## config.mk

```make
export PLATFORM = sky130hd
export DESIGN_NAME = mbssoc_ram_arbiter
export DESIGN_NICKNAME = d
export VERILOG_FILES = /design/src/rtl/mbssoc_bus_pkg.sv /design/src/rtl/mbssoc_rr_pick.sv /design/src/rtl/mbssoc_ram_arbiter.sv
export SDC_FILE = /design/constraint.sdc
export NUM_CORES = 1
export LEC_CHECK = 0
export ABC_AREA = 0
export CAP_MARGIN = 25
export CORE_ASPECT_RATIO = 1.4
export CORE_MARGIN = 2
export CORE_UTILIZATION = 28
export DETAILED_ROUTE_END_ITERATION = 7
export GPL_ROUTABILITY_DRIVEN = 0
export GPL_TIMING_DRIVEN = 0
export HOLD_SLACK_MARGIN = 0.15
export PLACE_DENSITY_LB_ADDON = 0.25
export SLEW_MARGIN = 20
export SYNTH_ARGS = -nofsm -noshare
export SYNTH_HDL_FRONTEND = slang
export SYNTH_SLANG_ARGS = --single-unit
```

## constraint.sdc

```tcl
create_clock -name clk -period 3.2 [get_ports clk]
set_input_delay 0.32 -clock clk [delete_from_list [all_inputs] [get_ports clk]]
set_output_delay 0.32 -clock clk [all_outputs]
set_load 0.005 [all_outputs]
```

## src/rtl/mbssoc_bus_pkg.sv

```systemverilog
// Shared definitions for the MBSsoc cluster RAM bus: arbiter state encoding,
// index-width helper and default hold limit.
package mbssoc_bus_pkg;

  typedef enum logic {
    StIdle = 1'b0,
    StOwn  = 1'b1
  } arb_state_e;

  localparam int unsigned DefaultMaxHold = 8;

  // Ceiling log2; returns 0 for n <= 1.
  function automatic int unsigned clog2(input int unsigned n);
    int unsigned r;
    r = 0;
    for (int unsigned i = 0; i < 32; i++) begin
      if ((64'd1 << i) < 64'(n)) r = i + 1;
    end
    return r;
  endfunction

endpackage

```

## src/rtl/mbssoc_rr_pick.sv

```systemverilog
// Combinational cyclic priority picker: first non-excluded requester found
// searching upward from start_i, wrapping at NumReq.
module mbssoc_rr_pick #(
  parameter int unsigned NumReq = 4,
  parameter int unsigned IdxW   = 2
) (
  input  logic [NumReq-1:0] req_i,
  input  logic [IdxW-1:0]   start_i,
  input  logic [NumReq-1:0] excl_i,
  output logic [NumReq-1:0] gnt_o,
  output logic [IdxW-1:0]   idx_o,
  output logic              valid_o
);

  logic [NumReq-1:0] cand_req;
  logic [IdxW-1:0]   cand_idx;

  assign cand_req = req_i & ~excl_i;

  always_comb begin
    gnt_o    = '0;
    idx_o    = '0;
    valid_o  = 1'b0;
    cand_idx = '0;
    for (int unsigned off = 0; off < NumReq; off++) begin
      cand_idx = IdxW'((32'(start_i) + off) % NumReq);
      if (!valid_o && cand_req[cand_idx]) begin
        valid_o         = 1'b1;
        gnt_o[cand_idx] = 1'b1;
        idx_o           = cand_idx;
      end
    end
  end

endmodule

```

## src/rtl/mbssoc_ram_arbiter.sv

```systemverilog
// Round-robin arbiter granting the shared cluster RAM port to one core at a time.
// Optional hold limit (forced release after MAX_HOLD cycles) via BUS_ARB_HOLD_LIMIT_EN.
module mbssoc_ram_arbiter
  import mbssoc_bus_pkg::*;
#(
  parameter int unsigned CORE_NUM   = 4,
  parameter int unsigned ADDR_WIDTH = 32,
  parameter int unsigned MAX_HOLD   = DefaultMaxHold
) (
  input  logic                           clk,
  input  logic                           rst_n,
  input  logic [CORE_NUM-1:0]            core_re,
  input  logic [CORE_NUM-1:0]            core_we,
  input  logic [CORE_NUM*ADDR_WIDTH-1:0] core_addr,
  output logic [CORE_NUM-1:0]            cpu_pause,
  output logic [CORE_NUM-1:0]            core_gnt,
  output logic [$clog2(CORE_NUM)-1:0]    ram_sel,
  output logic                           ram_re,
  output logic                           ram_we,
  output logic [ADDR_WIDTH-1:0]          ram_addr
);

  localparam int unsigned   IdxW    = clog2(CORE_NUM);
  localparam logic [IdxW-1:0] LastIdx = IdxW'(CORE_NUM - 1);

  if (CORE_NUM < 2 || MAX_HOLD < 1) begin : gen_param_check
    $error("mbssoc_ram_arbiter: CORE_NUM must be >= 2 and MAX_HOLD >= 1");
  end

  arb_state_e          state_q, state_d;
  logic [CORE_NUM-1:0] gnt_q, gnt_d;
  logic [IdxW-1:0]     sel_q, sel_d;
  logic [IdxW-1:0]     last_q, last_d;

  logic [CORE_NUM-1:0] req;
  logic [CORE_NUM-1:0] excl;
  logic [IdxW-1:0]     start;
  logic [CORE_NUM-1:0] pick_gnt;
  logic [IdxW-1:0]     pick_idx;
  logic                pick_valid;
  logic                owner_req;
  logic                force_rel;

  assign req       = core_re | core_we;
  assign owner_req = |(req & gnt_q);
  assign start     = (last_q == LastIdx) ? '0 : last_q + 1'b1;
  // Excluding the owner only matters for forced release; a dropping owner has no req anyway.
  assign excl      = (state_q == StOwn) ? gnt_q : '0;

  mbssoc_rr_pick #(
    .NumReq (CORE_NUM),
    .IdxW   (IdxW)
  ) u_pick (
    .req_i   (req),
    .start_i (start),
    .excl_i  (excl),
    .gnt_o   (pick_gnt),
    .idx_o   (pick_idx),
    .valid_o (pick_valid)
  );

`ifdef BUS_ARB_HOLD_LIMIT_EN
  localparam int unsigned HoldW = clog2(MAX_HOLD + 1);

  logic [HoldW-1:0] hold_q, hold_d;

  // Fires on the edge that ends the owner's MAX_HOLD-th cycle.
  assign force_rel = (state_q == StOwn) && ((32'(hold_q) + 32'd1) >= MAX_HOLD) && pick_valid;

  always_comb begin
    hold_d = hold_q;
    if (gnt_d != gnt_q) begin
      hold_d = '0;
    end else if (state_q == StOwn && 32'(hold_q) < MAX_HOLD) begin
      hold_d = HoldW'(32'(hold_q) + 32'd1);
    end
  end

  always_ff @(posedge clk or negedge rst_n) begin
    if (!rst_n) begin
      hold_q <= '0;
    end else begin
      hold_q <= hold_d;
    end
  end
`else
  assign force_rel = 1'b0;
`endif

  always_comb begin
    state_d = state_q;
    gnt_d   = gnt_q;
    sel_d   = sel_q;
    last_d  = last_q;
    unique case (state_q)
      StIdle: begin
        if (pick_valid) begin
          state_d = StOwn;
          gnt_d   = pick_gnt;
          sel_d   = pick_idx;
          last_d  = pick_idx;
        end
      end
      StOwn: begin
        if (!owner_req || force_rel) begin
          if (pick_valid) begin
            gnt_d  = pick_gnt;
            sel_d  = pick_idx;
            last_d = pick_idx;
          end else begin
            state_d = StIdle;
            gnt_d   = '0;
            sel_d   = '0;
          end
        end
      end
    endcase
  end

  always_ff @(posedge clk or negedge rst_n) begin
    if (!rst_n) begin
      state_q <= StIdle;
      gnt_q   <= '0;
      sel_q   <= '0;
      last_q  <= LastIdx;
    end else begin
      state_q <= state_d;
      gnt_q   <= gnt_d;
      sel_q   <= sel_d;
      last_q  <= last_d;
    end
  end

  // RAM mux keyed directly off the one-hot grant, so IDLE yields all zeros.
  always_comb begin
    ram_addr = '0;
    for (int i = 0; i < int'(CORE_NUM); i++) begin
      if (gnt_q[i]) ram_addr = ram_addr | core_addr[i*ADDR_WIDTH +: ADDR_WIDTH];
    end
  end

  assign ram_re    = |(core_re & gnt_q);
  assign ram_we    = |(core_we & gnt_q);
  assign ram_sel   = sel_q;
  assign core_gnt  = gnt_q;
  assign cpu_pause = req & ~gnt_q;

endmodule

```

# Yosys cells after proc, flatten, opt, wreduce, memory -nomap -nowiden
# Cells that the tools add are included.
[classes]
n_addsub = 4
n_lt_le_gt_ge = 8
eq_ne = 3
mux = 48
bitwise_logic = 15
reduce_logical = 14
[op_table]
columns = ["cell", "count"]
rows = [
  ["32-bit two-way mux", 4],
  ["32-bit OR", 3],
  ["4-bit two-way mux", 8],
  ["4-bit bitwise AND", 5],
  ["2-bit two-way mux", 10],
  ["4-bit OR", 4],
  ["1-bit two-way mux", 14],
  ["2-bit by 3-bit less-than comparator with 1-bit output (second input constant)", 4],
  ["4-bit OR reduction", 3],
  ["1-bit binary-select mux with 2-bit select", 4],
  ["1-bit demux with 2-bit select", 4],
  ["2-bit by 1-bit greater-or-equal comparator with 1-bit output (second input constant)", 4],
  ["4-bit inverter", 2],
  ["2-bit case mux with 2 select lines", 2],
  ["4-bit case mux with 2 select lines", 1],
  ["1-bit logical AND", 7],
  ["2-bit by 1-bit adder with 2-bit output (second input constant)", 2],
  ["2-bit adder (second input constant)", 2],
  ["2-bit != test (second input constant)", 2],
  ["1-bit logical NOT", 3],
  ["2-bit == test (second input constant)", 1],
  ["1-bit case mux with 2 select lines", 1],
  ["2-bit AND reduction", 1],
  ["1-bit inverter", 1],
]
[word_totals]
register_bits = 9
output_inout_bits = 44
wordCells = 96

# Depth between registers and ports, before layout
# Gate-level depths: netlist of run 1.
[depth]
depth_word = 18
depth_mapped = 8
mapped_depth_nobuf = 8

# Hierarchy
# Synthesis of run 1 repeated with hierarchy kept, for this count alone.
[unflattened]
hier_cells = 251
hier_area_um2 = 1890.6
[by_module_without_submodules]
columns = ["mod", "instances", "cells_per_inst", "area_per_inst_um2"]
rows = [
  ["mbssoc_ram_arbiter", 1, 174, 1206.2],
  ["mbssoc_rr_pick", 1, 77, 684.4],
]

# Least setup slack after synthesis of run 1
# No wires, ideal clock.
[synth_path]
path_type = "register -> register"
from = "register last_q[0]"
to = "register gnt_q[2], in the netlist core_gnt[2]"
setup_time_ns = 0.126
t_arrival_ns = 2.315
t_required_ns = 3.074
slack_ns = 0.759
stages_incl_launch_ff = 9
n_path_buf = 0
synth_period_minus_slack_ns = 2.441
path_cell_list = "dfstp_2 inv_1 ha_1 or2_1 and3_4 a311o_1 a21o_4 and2_4 a221o_1"
[synth_via]
elab_chain_cells = 17
word_cells_on_any_way = 57
[synth_lines]
columns = ["element", "line_no", "source"]
rows = [
  ["start, declared", "mbssoc_ram_arbiter.sv:33", "logic [IdxW-1:0] last_q, last_d;"],
  ["start signal, assigned", "mbssoc_ram_arbiter.sv:125", "last_q <= LastIdx;"],
  ["start signal, assigned", "mbssoc_ram_arbiter.sv:130", "last_q <= last_d;"],
  ["2-bit by 1-bit adder with 2-bit output / 2-bit == test (equally long branches)", "mbssoc_ram_arbiter.sv:46", "assign start = (last_q == LastIdx) ? '0 : last_q + 1'b1;"],
  ["2-bit two-way mux *", "mbssoc_ram_arbiter.sv:46", ""],
  ["branches (longest 15 deep; another with 2-bit by 3-bit less-than comparator with 1-bit output)", "n/a", ""],
  ["end signal, assigned", "mbssoc_ram_arbiter.sv:128", "gnt_q <= gnt_d;"],
  ["end, declared", "mbssoc_ram_arbiter.sv:31", "logic [CORE_NUM-1:0] gnt_q, gnt_d;"],
]
# Every way passes the cells marked *. The select of a mux whose other input is x is not followed.
# A chain may end at the register's enable or synchronous reset.

# Worst setup path in the final report of run 1
[layout_path]
from = "register last_q[0]"
to = "register sel_q[1], in the netlist ram_sel[1]"
[layout_via]
elab_chain_cells = 17
word_cells_on_any_way = 34
[layout_lines]
columns = ["element", "line_no", "source"]
rows = [
  ["2-bit by 1-bit adder with 2-bit output / 2-bit == test (equally long branches)", "mbssoc_ram_arbiter.sv:46", ""],
  ["2-bit two-way mux *", "mbssoc_ram_arbiter.sv:46", ""],
  ["branches (longest 15 deep; another with 2-bit by 1-bit adder with 2-bit output)", "n/a", ""],
  ["end signal, assigned", "mbssoc_ram_arbiter.sv:129", "sel_q <= sel_d;"],
  ["end, declared", "mbssoc_ram_arbiter.sv:32", "logic [IdxW-1:0] sel_q, sel_d;"],
]
# Marked as above.

==> impl_metrics.xml, run 1 <==
<?xml version="1.0" encoding="UTF-8"?>
<metrics>
  <group name="timing">
    <metric name="worstMarginPinSlew" unit="ps">673</metric>
    <metric name="relative_slew_margins" unit="">0.548</metric>
    <metric name="finalHoldViolations" unit="">0</metric>
    <metric name="clock-skew-final" unit="ps">3.65</metric>
    <metric name="timing.final.crit_period" unit="ps">2930</metric>
    <metric name="final.period_utilization" unit="">0.915</metric>
    <metric name="finalSetupViolations" unit="">0</metric>
    <metric name="fmax" unit="MHz">342</metric>
    <metric name="rsz_0062_raised_after_global_routing" unit="">false</metric>
    <metric name="slew_viol_final" unit="">0</metric>
    <metric name="setup_total_negative_slack" unit="ps">0</metric>
  </group>
  <group name="worst_setup_path">
    <metric name="maximum_cell_stage_delay_along_the_critical_path" unit="ps">600</metric>
    <metric name="origin_of_the_critical_flop_to_flop_path" unit="">last_q[0]$_DFFE_PN1P_</metric>
    <metric name="ws_path_type" unit="">register to register</metric>
    <metric name="worstSetupStartpointType" unit="">register</metric>
    <metric name="worst_path_max_delay_cell" unit="">dfstp_2</metric>
    <metric name="crit_path_start" unit="">last_q[0]$_DFFE_PN1P_</metric>
    <metric name="worstSetupEndpointType" unit="">register</metric>
    <metric name="cp_num_cells" unit="">8</metric>
    <metric name="worst_ep_required_time" unit="ps">3300</metric>
    <metric name="cpLargestDelayFamily" unit="">multiplexers</metric>
    <metric name="path_buf_inv" unit="">1</metric>
    <metric name="reg2reg_depth" unit="">8</metric>
    <metric name="crit_chain" unit="">inv_1, ha_1, nor2_1, mux2_2, mux2i_2, a211oi_1, o311ai_1, o2bb2ai_1</metric>
    <metric name="cp_max_fo" unit="">8</metric>
    <metric name="data_arrival_time_of_the_worst_path" unit="ps">3030</metric>
  </group>
  <group name="clocking">
    <metric name="clkTransAtPathRegs" unit="ps">50</metric>
    <metric name="cts.repair.resized" unit="">0</metric>
    <metric name="clock-root-buffer" unit="">clkbuf_8</metric>
    <metric name="cts_inserted_buffers" unit="">3</metric>
    <metric name="tritoncts" unit="">done</metric>
    <metric name="insertion_delay" unit="ps">240</metric>
    <metric name="clock_tree.htree_level_count" unit="">1</metric>
    <metric name="number_of_hold_buffers_added_after_cts" unit="">0</metric>
    <metric name="tritoncts_num_sinks" unit="">9</metric>
    <metric name="postCtsSetupBuffers" unit="">0</metric>
    <metric name="clk_path_buf_depth" unit="">2</metric>
  </group>
  <group name="synthesis">
    <metric name="number_of_enable_type_register_cells_in_the_synthesized_netlist" unit="">0</metric>
    <metric name="synth_seq_cells" unit="">9</metric>
    <metric name="synth.most_common_cell" unit="">a22oi_1</metric>
    <metric name="syn_inst" unit="">222</metric>
    <metric name="synthDistinctLibCells" unit="">50</metric>
    <metric name="synth.yosys.warnings" unit="">0</metric>
    <metric name="synth_largest_type_area_fraction" unit="">0.319</metric>
    <metric name="syn_avg_cell_area" unit="um2">7.32</metric>
    <metric name="yosysSeqAreaShare" unit="">0.140</metric>
    <metric name="synth_area" unit="um2">1620</metric>
    <metric name="share_of_flip_flops_with_an_asynchronous_set_or_reset" unit="">1.00</metric>
    <metric name="synthFlopType" unit="">dfrtp_1</metric>
    <metric name="synth.net_count" unit="">366</metric>
    <metric name="synth_area_leaders" unit="">a22oi_1 32%, dfrtp_1 11%, nand2_1 8.8%</metric>
    <metric name="synth_area_leader_cell" unit="">a22oi_1</metric>
    <metric name="post_synth_most_frequent_cells" unit="">69 x a22oi_1, 38 x nand2_1, 12 x nor2_1, 10 x clkbuf_1</metric>
  </group>
  <group name="floorplan">
    <metric name="io-pin-count" unit="">182</metric>
    <metric name="standard_cell_core_area" unit="um2">5570</metric>
    <metric name="initial_core_util" unit="">0.292</metric>
    <metric name="die_x" unit="um">68.4</metric>
    <metric name="dieArea" unit="um2">6430</metric>
    <metric name="dieHeight" unit="um">94.1</metric>
    <metric name="rows" unit="">32</metric>
  </group>
  <group name="final_layout">
    <metric name="area.sequential" unit="um2">228</metric>
    <metric name="layout-area-overhead-vs-synth" unit="%">120</metric>
    <metric name="n_antenna_cell" unit="">0</metric>
    <metric name="layout.core_utilization" unit="">0.641</metric>
    <metric name="final_layout_size_suffix_gt1_frac" unit="">0.0516</metric>
    <metric name="design.final.nets" unit="">552</metric>
    <metric name="footprint_of_the_multi_input_gates" unit="um2">1290</metric>
    <metric name="layout.filler_cells" unit="">506</metric>
  </group>
  <group name="placement">
    <metric name="hpwl" unit="mm">7.28</metric>
    <metric name="port_buffers" unit="">181</metric>
  </group>
  <group name="grt">
    <metric name="grtUsageTotal" unit="">0.271</metric>
    <metric name="grt_first_pass_wirelength" unit="mm">13.3</metric>
    <metric name="number_of_antenna_violations_at_the_first_check_in_global_routing" unit="">0</metric>
    <metric name="first_global_vias" unit="">2659</metric>
    <metric name="grt_overflow" unit="">0</metric>
    <metric name="largest_net_degree_at_the_start_of_global_routing" unit="">11</metric>
  </group>
  <group name="detailed_routing">
    <metric name="dr_total_vias" unit="">2650</metric>
    <metric name="drt-vias-per-instance" unit="">5.58</metric>
    <metric name="drtAntennaViolNets" unit="">0</metric>
    <metric name="drt-wirelength-per-cell" unit="um">18.9</metric>
    <metric name="dr.first_iter.drc_count" unit="">132</metric>
    <metric name="route.detailed.drc" unit="">0</metric>
    <metric name="drt_pre_antenna_iters" unit="">4</metric>
    <metric name="wl" unit="mm">8.99</metric>
  </group>
  <group name="hold_path">
    <metric name="worstHoldPathType" unit="">input pin to async pin</metric>
  </group>
  <group name="power">
    <metric name="leakage" unit="nW">1.41</metric>
    <metric name="pwr_density" unit="nW/um2">824</metric>
    <metric name="irDropWorstVdd" unit="V">0.000669</metric>
  </group>
  <group name="status">
    <metric name="status" unit="">complete, no violations</metric>
  </group>
  <group name="job">
    <metric name="max_cap_violations" unit="">0</metric>
  </group>
</metrics>
==> where the power goes <==
part / total [mW] / internal (mW) / switching (mW) / leakage (nW)
logic: 2.58 / 1.31 / 1.28 / 1.28
registers: 0.220 / 0.179 / 0.0402 / 0.106
clock network: 0.134 / 0.0869 / 0.0467 / 0.0228
==> cell families after synthesis <==
logic type / share of synthesized area
adders and majority gates: 0.0462
muxes: 0.0586
buffers and inverters: 0.0647
and+or+nand+nor: 0.196
AOI/OAI and AO/OA: 0.494
DFF: 0.140
==> worst paths after layout <==
kind | end | slack, ps
setup / recovery | ram_sel[1]$_DFFE_PN0P_ | 270
hold / removal | core_gnt[2]$_DFFE_PN0P_ | 370
setup reg to reg | ram_sel[1]$_DFFE_PN0P_ | 270
hold reg to reg | ram_sel[1]$_DFFE_PN0P_ | 490
max in group asynchronous | last_q[1]$_DFFE_PN1P_ | 2510
min in group clk | ram_sel[1]$_DFFE_PN0P_ | 490
==> cell usage in the layout, fill, tap and decap left out, drive strengths merged, types with 5 or more instances in the layout <==
cell type	instances
inv	7
buf	8
o2bb2ai	6
a22oi	69
ha	6
nor2	12
dfrtp	7
clkdlybuf4s50	181
clkbuf	14
mux2i	5
nand2	38
==> sequential cells by signal (all words and copies together), names as in the netlist <==
register	count
core_gnt	4
last_q	2
ram_sel	2
state_q	1
==> cell type report <==
| class | instances | area share |
|---|---|---|
| Clock buffer | 4 | 0.0126 |
| Inverter | 7 | 0.00737 |
| Sequential cell | 9 | 0.0639 |
| Timing Repair Buffer | 181 | 0.508 |
| Tap cell | 68 | 0.0239 |
| Multi-Input combinational cell | 188 | 0.362 |
| Buffer | 18 | 0.0221 |
==> worst register-to-register path: cells and delay by family (launching register included) <==
kind	cells	cell delay, ps
compound gates	3	730
fa+ha+maj	1	230
buf+inv	1	110
flops	1	600
mux	2	840
simple gates	1	280
==> routing by layer <==
layer	vias to the layer above	part of all wire	track usage	routed length, um
met5	-	0	0	0
met4	0	0.033	0.0950	298
met3	30	0.11	0.0839	1030
met2	153	0.49	0.479	4430
met1	1214	0.36	0.296	3230
li1	1253	-	-	-
==> stage by stage <==
stage	instances	instance area [um2]	hold slack [ps]	setup slack (ps)	total power [mW]
after global placement	471	3520	481	370	2.73
after detailed placement	471	3520	473	339	2.76
after CTS	475	3570	387	336	2.91
after floorplan	222	1620	24.4	759	1.62
after global routing	475	3570	410	138	3.16
final	475	3570	374	273	2.94
(Power assumes the default switching activity.)
==> run 2: changes to the inputs <==
--- a/config.mk
+++ b/config.mk
@@ -8,13 +8,14 @@
 export ABC_AREA = 0
 export CAP_MARGIN = 25
 export CORE_ASPECT_RATIO = 1.4
-export CORE_MARGIN = 2
+export CORE_MARGIN = 4
 export CORE_UTILIZATION = 28
+export CTS_BUF_LIST = sky130_fd_sc_hd__clkbuf_16
 export DETAILED_ROUTE_END_ITERATION = 7
 export GPL_ROUTABILITY_DRIVEN = 0
 export GPL_TIMING_DRIVEN = 0
 export HOLD_SLACK_MARGIN = 0.15
-export PLACE_DENSITY_LB_ADDON = 0.25
+export PLACE_DENSITY = 0.79
 export SLEW_MARGIN = 20
 export SYNTH_ARGS = -nofsm -noshare
 export SYNTH_HDL_FRONTEND = slang
==> run 2 against run 1 <==
Compared with the run above:
- final cell count unchanged
- sequential cell count did not move
- first-iteration DRC count increased by 8.3%
- combinational power is essentially flat
- sequential share of layout area decreased by 0.062 points
- count of clock-buffer cells in the layout shrank 1
- clock power grew 69%
- power increased by 4.3%
- critical path type unchanged
- largest cell class unchanged
==> impl_metrics.xml, run 2 (synthesis gave the netlist of run 1 again) <==
<?xml version="1.0" encoding="UTF-8"?>
<metrics>
  <group name="clocking">
    <metric name="number_of_hold_buffers_added_after_cts" unit="">0</metric>
    <metric name="tritoncts" unit="">done</metric>
    <metric name="insertion_delay" unit="ps">240</metric>
    <metric name="clock_tree.htree_level_count" unit="">1</metric>
    <metric name="cts.repair.resized" unit="">0</metric>
    <metric name="tritoncts_num_sinks" unit="">9</metric>
    <metric name="clock-root-buffer" unit="">clkbuf_16</metric>
    <metric name="cts_inserted_buffers" unit="">3</metric>
    <metric name="clk_path_buf_depth" unit="">2</metric>
    <metric name="postCtsSetupBuffers" unit="">0</metric>
    <metric name="clkTransAtPathRegs" unit="ps">40</metric>
  </group>
  <group name="detailed_routing">
    <metric name="drt-vias-per-instance" unit="">5.49</metric>
    <metric name="wl" unit="mm">9.95</metric>
    <metric name="route.detailed.drc" unit="">0</metric>
    <metric name="drt-wirelength-per-cell" unit="um">20.9</metric>
    <metric name="drt_pre_antenna_iters" unit="">5</metric>
    <metric name="dr_total_vias" unit="">2607</metric>
    <metric name="dr.first_iter.drc_count" unit="">143</metric>
    <metric name="drtAntennaViolNets" unit="">0</metric>
  </group>
  <group name="grt">
    <metric name="first_global_vias" unit="">2700</metric>
    <metric name="number_of_antenna_violations_at_the_first_check_in_global_routing" unit="">0</metric>
    <metric name="grtUsageTotal" unit="">0.268</metric>
    <metric name="grt_first_pass_wirelength" unit="mm">14.8</metric>
    <metric name="largest_net_degree_at_the_start_of_global_routing" unit="">11</metric>
    <metric name="grt_overflow" unit="">0</metric>
  </group>
  <group name="status">
    <metric name="status" unit="">complete, no violations</metric>
  </group>
  <group name="placement">
    <metric name="detailed_place.area" unit="um2">3520</metric>
    <metric name="port_buffers" unit="">181</metric>
    <metric name="hpwl" unit="mm">8.16</metric>
  </group>
  <group name="worst_setup_path">
    <metric name="worstSetupStartpointType" unit="">register</metric>
    <metric name="r2r_setup_slack" unit="ps">330</metric>
    <metric name="worst_ep_required_time" unit="ps">3330</metric>
    <metric name="worstReg2RegEnd" unit="">core_gnt[1]$_DFFE_PN0P_</metric>
    <metric name="origin_of_the_critical_flop_to_flop_path" unit="">last_q[0]$_DFFE_PN1P_</metric>
    <metric name="path_buf_inv" unit="">1</metric>
    <metric name="cp_max_fo" unit="">8</metric>
    <metric name="worstSetupEndpointType" unit="">register</metric>
    <metric name="maximum_cell_stage_delay_along_the_critical_path" unit="ps">620</metric>
    <metric name="ws_path_type" unit="">register to register</metric>
    <metric name="worst_path_max_delay_cell" unit="">dfstp_2</metric>
    <metric name="crit_chain" unit="">inv_1, ha_1, nor2_1, mux2_2, mux2i_2, o311ai_0, a32o_1, a22o_1</metric>
    <metric name="cpLargestDelayFamily" unit="">multiplexers</metric>
    <metric name="reg2reg_depth" unit="">8</metric>
    <metric name="data_arrival_time_of_the_worst_path" unit="ps">2990</metric>
  </group>
  <group name="timing">
    <metric name="timing.final.crit_period" unit="ps">2870</metric>
    <metric name="setup_total_negative_slack" unit="ps">0</metric>
    <metric name="worstMarginPinSlew" unit="ps">620</metric>
    <metric name="slew_viol_final" unit="">0</metric>
    <metric name="finalHoldViolations" unit="">0</metric>
    <metric name="clock-skew-final" unit="ps">0.736</metric>
    <metric name="relative_slew_margins" unit="">0.584</metric>
    <metric name="finalSetupViolations" unit="">0</metric>
    <metric name="final.period_utilization" unit="">0.896</metric>
    <metric name="rsz_0062_raised_after_global_routing" unit="">false</metric>
    <metric name="fmax" unit="MHz">349</metric>
  </group>
  <group name="power">
    <metric name="pwr_density" unit="nW/um2">851</metric>
    <metric name="totalPowerFinal" unit="mW">3.06</metric>
    <metric name="irDropWorstVdd" unit="V">0.000612</metric>
    <metric name="leakage" unit="nW">1.42</metric>
  </group>
  <group name="floorplan">
    <metric name="die_x" unit="um">72.4</metric>
    <metric name="dieHeight" unit="um">98.1</metric>
    <metric name="rows" unit="">32</metric>
    <metric name="dieArea" unit="um2">7100</metric>
    <metric name="io-pin-count" unit="">182</metric>
    <metric name="initial_core_util" unit="">0.292</metric>
    <metric name="standard_cell_core_area" unit="um2">5570</metric>
  </group>
  <group name="final_layout">
    <metric name="post-route-cell-area" unit="um2">3600</metric>
    <metric name="mostFrequentLayoutCell" unit="">clkdlybuf4s50_1</metric>
    <metric name="mostFrequentLayoutCells" unit="">181 x clkdlybuf4s50_1, 69 x a22oi_1, 38 x nand2_1</metric>
    <metric name="largest_register_ff_count" unit="">4</metric>
    <metric name="layout-area-overhead-vs-synth" unit="%">122</metric>
    <metric name="final_layout_size_suffix_gt1_frac" unit="">0.0541</metric>
    <metric name="layout.filler_cells" unit="">513</metric>
    <metric name="design.final.nets" unit="">552</metric>
    <metric name="n_antenna_cell" unit="">0</metric>
  </group>
  <group name="job">
    <metric name="max_cap_violations" unit="">0</metric>
  </group>
  <group name="hold_path">
    <metric name="worstHoldPathType" unit="">input pin to async pin</metric>
  </group>
</metrics>
run 2: layer usage:
layer  GRT usage  up-vias  wire length, um
li1            -     1245                -
met1       0.336     1210             3910
met2       0.450      139             4760
met3      0.0711       13             1080
met4      0.0637        0              198
met5           0        -                0
run 2: how the worst max path moves through the flow:
stage,to,slack [ps],depth (start not counted),startpoint
final,core_gnt[1]$_DFFE_PN0P_,330,8,last_q[0]$_DFFE_PN1P_
after global routing,core_gnt[2]$_DFFE_PN0P_,170,8,last_q[0]$_DFFE_PN1P_
after global placement,core_gnt[1]$_DFFE_PN0P_,410,8,last_q[0]$_DFFE_PN1P_
after floorplan,core_gnt[2]$_DFFE_PN0P_,760,8,last_q[0]$_DFFE_PN1P_
after CTS,core_gnt[2]$_DFFE_PN0P_,370,8,last_q[0]$_DFFE_PN1P_
after detailed placement,core_gnt[2]$_DFFE_PN0P_,390,8,last_q[0]$_DFFE_PN1P_
run 2: power by group:
part | total (mW) | internal, mW | switching (mW)
Sequential | 0.225 | 0.180 | 0.0451
Clock | 0.227 | 0.165 | 0.0618
Combinational | 2.61 | 1.31 | 1.30
run 2: metrics by stage:
stage          utilization  hold slack (ps)  instances  worst slack, ps
3_5_place_dp         0.633              476        471              385
4_1_cts              0.647              386        475              367
2_1_floorplan            -             24.4        222              759
6_report             0.647              373        475              334
5_1_grt              0.647              412        475              172
3_3_place_gp         0.633              477        471              414
run 2: area by class of cell:
type,count,area [um2],share of cell area
well taps,68,85.1,0.0236
flip-flops and latches,9,228,0.0632
clock inverters,1,5.00,0.00139
multi-input cells,188,1290,0.359
repair buffers,181,1810,0.503
plain buffers,18,78.8,0.0219
clock buffers,3,75.1,0.0208
inverters,7,26.3,0.00730
